===== src/rtl/boot_pkg.sv =====
// Shared definitions for the boot loader: FSM state encoding, default frame header
// byte and instruction word width.
package boot_pkg;

    localparam int unsigned InstrWidth = 32;
    localparam logic [7:0]  HdrDefault = 8'hB7;

    typedef enum logic [2:0] {
        StIdle,
        StLenHi,
        StLenLo,
        StData,
        StCsum,
        StRun,
        StErr
    } boot_state_e;

endpackage


===== src/rtl/boot_word_asm.sv =====
// Byte-to-word assembler: 4-byte big-endian shift register, byte-lane counter and
// running XOR of every data byte shifted in since the last clear.
module boot_word_asm
    import boot_pkg::*;
(
    input  logic                  clk,
    input  logic                  reset,
    input  logic                  clear,
    input  logic                  shift_en,
    input  logic [7:0]            data,
    output logic                  word_done,
    output logic                  word_valid,
    output logic [InstrWidth-1:0] word,
    output logic [7:0]            csum
);

    logic [1:0]  lane;
    logic [23:0] shreg;

    // The byte being accepted completes a word when it lands in the last lane
    assign word_done = shift_en && (lane == 2'd3);

    // Shift bytes MSB first; publish the finished word for exactly one cycle
    always_ff @(posedge clk or posedge reset) begin
        if (reset) begin
            lane       <= 2'd0;
            shreg      <= 24'd0;
            csum       <= 8'd0;
            word_valid <= 1'b0;
            word       <= '0;
        end else begin
            word_valid <= 1'b0;
            if (clear) begin
                lane  <= 2'd0;
                shreg <= 24'd0;
                csum  <= 8'd0;
            end else if (shift_en) begin
                lane  <= lane + 2'd1;
                shreg <= {shreg[15:0], data};
                csum  <= csum ^ data;
                if (lane == 2'd3) begin
                    word_valid <= 1'b1;
                    word       <= {shreg, data};
                end
            end
        end
    end

endmodule


===== src/rtl/boot_loader.sv =====
// Framed program loader: HDR, LEN_HI, LEN_LO, 4*N data bytes, CSUM. Writes the
// assembled words to instruction memory at 0..N-1 and then pulses run_cpu.
// Optional feature macro: BOOT_CHECKSUM_EN (when undefined the frame carries no
// CSUM byte and the CPU is started right after the last word is written).
module boot_loader
    import boot_pkg::*;
#(
    parameter int unsigned AW  = 10,
    parameter logic [7:0]  HDR = HdrDefault
) (
    input  logic                  clk,
    input  logic                  reset,
    input  logic                  rx_valid,
    input  logic [7:0]            rx_data,
    output logic                  rx_ready,
    output logic                  imem_we,
    output logic [AW-1:0]         imem_addr,
    output logic [InstrWidth-1:0] imem_wdata,
    output logic                  run_cpu,
    output logic                  busy,
    output logic                  done,
    output logic                  error
);

    // Largest legal word count; N is 16 bits so 17 bits holds 2^AW for AW <= 16
    localparam logic [16:0] Capacity = 17'd1 << AW;

    boot_state_e state;
    logic [7:0]  len_hi;
    logic [15:0] len;
    logic [AW:0] word_count;

    logic        take;
    logic        is_hdr;
    logic [15:0] len_next;
    logic        len_oversize;
    logic        last_word;
    logic        asm_clear;
    logic        shift_en;
    logic        word_done;
    logic [7:0]  csum;

    assign take         = rx_valid && rx_ready;
    assign is_hdr       = (rx_data == HDR);
    assign len_next     = {len_hi, rx_data};
    assign len_oversize = ({1'b0, len_next} > Capacity);
    assign last_word    = ((17'(word_count) + 17'd1) == {1'b0, len});
    assign asm_clear    = take && is_hdr && ((state == StIdle) || (state == StErr));
    assign shift_en     = take && (state == StData);

`ifndef BOOT_CHECKSUM_EN
    logic unused_csum;
    assign unused_csum = ^csum;
`endif

    boot_word_asm u_word_asm (
        .clk       (clk),
        .reset     (reset),
        .clear     (asm_clear),
        .shift_en  (shift_en),
        .data      (rx_data),
        .word_done (word_done),
        .word_valid(imem_we),
        .word      (imem_wdata),
        .csum      (csum)
    );

    // Frame FSM with registered status outputs and the write address counter
    always_ff @(posedge clk or posedge reset) begin
        if (reset) begin
            state      <= StIdle;
            rx_ready   <= 1'b1;
            imem_addr  <= '0;
            run_cpu    <= 1'b0;
            busy       <= 1'b0;
            done       <= 1'b0;
            error      <= 1'b0;
            len_hi     <= 8'd0;
            len        <= 16'd0;
            word_count <= '0;
        end else begin
            run_cpu  <= 1'b0;
            rx_ready <= 1'b1;
            case (state)
                StIdle, StErr: begin
                    if (take && is_hdr) begin
                        state      <= StLenHi;
                        busy       <= 1'b1;
                        done       <= 1'b0;
                        error      <= 1'b0;
                        word_count <= '0;
                    end
                end
                StLenHi: begin
                    if (take) begin
                        len_hi <= rx_data;
                        state  <= StLenLo;
                    end
                end
                StLenLo: begin
                    if (take) begin
                        len <= len_next;
                        if (len_oversize) begin
                            state <= StErr;
                            error <= 1'b1;
                            busy  <= 1'b0;
                        end else if (len_next == 16'd0) begin
`ifdef BOOT_CHECKSUM_EN
                            state <= StCsum;
`else
                            state    <= StRun;
                            run_cpu  <= 1'b1;
                            done     <= 1'b1;
                            busy     <= 1'b0;
                            rx_ready <= 1'b0;
`endif
                        end else begin
                            state <= StData;
                        end
                    end
                end
                StData: begin
                    if (word_done) begin
                        imem_addr  <= word_count[AW-1:0];
                        word_count <= word_count + 1'b1;
                        if (last_word) begin
                            state <= StCsum;
                        end
                    end
                end
                StCsum: begin
`ifdef BOOT_CHECKSUM_EN
                    if (take) begin
                        if (rx_data == csum) begin
                            state    <= StRun;
                            run_cpu  <= 1'b1;
                            done     <= 1'b1;
                            busy     <= 1'b0;
                            rx_ready <= 1'b0;
                        end else begin
                            state <= StErr;
                            error <= 1'b1;
                            busy  <= 1'b0;
                        end
                    end
`else
                    // One drain cycle so run_cpu follows the last imem write
                    state    <= StRun;
                    run_cpu  <= 1'b1;
                    done     <= 1'b1;
                    busy     <= 1'b0;
                    rx_ready <= 1'b0;
`endif
                end
                StRun: begin
                    state <= StIdle;
                end
                default: begin
                    state <= StIdle;
                end
            endcase
        end
    end

endmodule

===== config.mk =====
export PLATFORM = sky130hd
export DESIGN_NAME = boot_loader
export DESIGN_NICKNAME = d
export VERILOG_FILES = /design/src/rtl/boot_pkg.sv /design/src/rtl/boot_word_asm.sv /design/src/rtl/boot_loader.sv
export SDC_FILE = /design/constraint.sdc
export NUM_CORES = 1
export LEC_CHECK = 0
export ABC_AREA = 1
export CAP_MARGIN = 20
export CORE_ASPECT_RATIO = 1.1
export CORE_UTILIZATION = 53
export DETAILED_ROUTE_END_ITERATION = 7
export PLACE_DENSITY = 0.78
export SLEW_MARGIN = 0
export SYNTH_ARGS = -nofsm -noshare
export SYNTH_HDL_FRONTEND = slang
export SYNTH_HIERARCHICAL = 1
export SYNTH_SLANG_ARGS = --single-unit

===== constraint.sdc =====
create_clock -name clk -period 5.8 [get_ports clk]
set_clock_uncertainty 0.2 [all_clocks]
set_input_delay 1.74 -clock clk [delete_from_list [all_inputs] [get_ports clk]]
set_output_delay 1.74 -clock clk [all_outputs]
set_load 0.005 [all_outputs]

==> summary.txt <==
Routing
  – Vias per inst: 5.48
  – Post-DRT Antenna Nets: 0
  – Number of DRC markers after the initial detailed-route iteration: 187
  – Total wire length: 11300 um
  – Total DRC errors in the routed layout: 0
  – Number of iterations in the first detailed-routing pass: 5
  – Total number of vias: 4325
  – Routed wire per std cell: 14.3 um

Timing
  – Final period demand of the worst path: between 3 and 4 ns
  – Post-route fraction of the period consumed by the critical path: around two thirds
  – Total count of hold-check failures in the final report: 0
  – Setup-violating endpoint count in the final report: 0
  – Smallest hold slack: about 0.29 ns
  – Max-slew violation count: 0
  – Least-Margin Pin Slew: 0.854 ns
  – Worst slew margin: between 40% and 50%
  – Top achievable clock speed: approximately 260 MHz
  – Setup repair after global routing missed its margin: false
  – Sum Neg Setup Slack: 0 ns

Critical path
  – Path type of the worst setup path: in2reg
  – Crit path DAT: slightly below 4 ns
  – Worst Path Required: 5.88 ns
  – Crit path launch type: primary input
  – Peak fanout along the critical path: 60
  – Type of destination of the critical path: flip-flop

Die
  – Core area: 9400 sq um
  – Core Rows: 37
  – Die area: 10100 sq um
  – Chip Width: 96.1 um
  – Initial cell density of the core: 55.0%
  – Die span in y: 106 um
  – Num ports: 59

Clock network
  – Total setup buffers inserted after CTS: 0
  – Clk buf depth: 2
  – Sink count of the clock tree: 112
  – CTS Root Cell: sky130_fd_sc_hd__clkbuf_8
  – Skew-Pair Late Insertion Delay: 0.38 ns
  – Clock transition at the registers of the reported paths: ~0.12 ns
  – CTS buffer count: 9
  – CTS tree: built
  – Quantity of hold-fixing buffers added after cts: 0
  – Number of gates resized after CTS: 0
  – H-tree level count: 3

Yosys
  – Number of warning messages in the yosys log: 6
  – Average cell area after synthesis: between 8 and 9 sq um
  – Post-synthesis cell count: 623
  – Syn Nets: roughly 640
  – Area of the mapped netlist: a little over 5000 sq um

Power
  – Total power: 2.20 mW
  – Maximum ir drop on the vdd rail: 0.000181 V
  – Power per cell area: 372 nW/um^2
  – Reported leakage power: 3.13 nW

Place
  – Final HPWL DP: ~8000 um
  – GPL Wtd Cong: 0.867
  – Cell area after placement: 5730 sq um
  – Number of buffer cells added on primary ports: 58

Final layout
  – Finished Cell Area: about 5900 sq um
  – Layout Area Growth over Synthesis: 14.4%
  – Share of final-layout standard cells stronger than drive strength 1: 6.55%
  – Post-layout util: between 60 and 70%
  – N_diodes: 0
  – Number of inserted filler cells in the final layout: slightly above 800
  – Nets@finish: ~700

Outcome
  – Status: finished clean

Global route
  – Total gr overflow: 0
  – Vias in the first global route: 4077
  – First-pass GRT wire length: 18800 um
  – Initial antenna violation count: 0
  – Total Routing Usage GR: between 20% and 30%
  – Maximum number of pins on one net before global-route repair: 61

Run
  – Count of max-cap constraint violations: 0

Hold path
  – Min-Delay Path Class: reg2reg
[worst max-delay path, stage by stage]
cell and delay [ns]:
sky130_fd_sc_hd__clkdlybuf4s50_1 0.45, sky130_fd_sc_hd__nand2_1 0.12, sky130_fd_sc_hd__nor3_2 0.22, sky130_fd_sc_hd__buf_4 0.51, sky130_fd_sc_hd__nand3_2 0.42, sky130_fd_sc_hd__buf_4 0.33, sky130_fd_sc_hd__nand2_1 0.08, sky130_fd_sc_hd__nand2_1 0.05
[sequential cells by signal, summed over array words and instances, names as in the netlist, 2 cells and up]
register and count:
u_word_asm/word 32, u_word_asm/lane 2, imem_addr 10, state 3, u_word_asm/shreg 24, len_hi 8, word_count 11, len 16
[path summary, 6_finish.rpt]
kind | start | to | slack, ns | cells after the start
worst max-delay path | rx_valid | u_word_asm/word[14] | 1.93 | 8
worst min-delay path | u_word_asm/word[20] | u_word_asm/word[20] | 0.29 | 2
worst max register to register | rx_ready | u_word_asm/word[14] | 3.20 | 7
worst min register to register | u_word_asm/word[20] | u_word_asm/word[20] | 0.29 | 2
max in group asynchronous | reset | u_word_asm/word[4] | 3.06 | 3
min in group asynchronous | reset | u_word_asm/word[29] | 1.48 | 2
[where the power goes]
group	total (mW)	switching, mW	internal [mW]
registers	1.12	0.147	0.974
clock network	0.452	0.287	0.165
logic	0.627	0.381	0.246
total	2.20	0.815	1.39
[layout make-up]
| cell class | instances | area (sq um) | area share [%] |
|---|---|---|---|
| clock buffers | 9 | 124 | 2.10 |
| clock inverters | 7 | 57.6 | 0.974 |
| inverters | 61 | 229 | 3.87 |
| multi-input cells | 418 | 1920 | 32.4 |
| flip-flops and latches | 112 | 2800 | 47.4 |
| well taps | 117 | 146 | 2.48 |
| repair buffers | 65 | 633 | 10.7 |
[metal layers]
| metal | share of wire [%] | track usage (%) | vias to the layer above |
|---|---|---|---|
| li1 | - | - | 2101 |
| met1 | 41 | 28.8 | 2091 |
| met2 | 52 | 41.9 | 109 |
| met3 | 5.0 | 4.47 | 24 |
| met4 | 2.7 | 10.8 | 0 |
| met5 | 0 | 0 | - |
[cell usage in the layout (no fill, tap or decap), types with 4 or more instances in the layout]
| cell type | instances |
|---|---|
| sky130_fd_sc_hd__nand2_1 | 226 |
| sky130_fd_sc_hd__dfrtp_1 | 111 |
| sky130_fd_sc_hd__clkdlybuf4s50_1 | 58 |
| sky130_fd_sc_hd__inv_1 | 56 |
| sky130_fd_sc_hd__nand3_1 | 54 |
| sky130_fd_sc_hd__o21ai_0 | 39 |
| sky130_fd_sc_hd__nand4_1 | 39 |
| sky130_fd_sc_hd__nor2_1 | 20 |
| sky130_fd_sc_hd__o22ai_1 | 10 |
| sky130_fd_sc_hd__clkbuf_8 | 9 |
| sky130_fd_sc_hd__buf_4 | 7 |
| sky130_fd_sc_hd__inv_6 | 6 |
| sky130_fd_sc_hd__inv_2 | 5 |
| sky130_fd_sc_hd__nand2_2 | 5 |
| sky130_fd_sc_hd__nor2_4 | 4 |
[metrics by stage]
step / std cells / setup slack [ns]
3_3_place_gp: 773 / 1.58
3_5_place_dp: 773 / 1.52
4_1_cts: 789 / 1.92
2_1_floorplan: 623 / 2.14
6_report: 789 / 1.93
5_1_grt: 789 / 1.77
(Power assumes the default switching activity.)
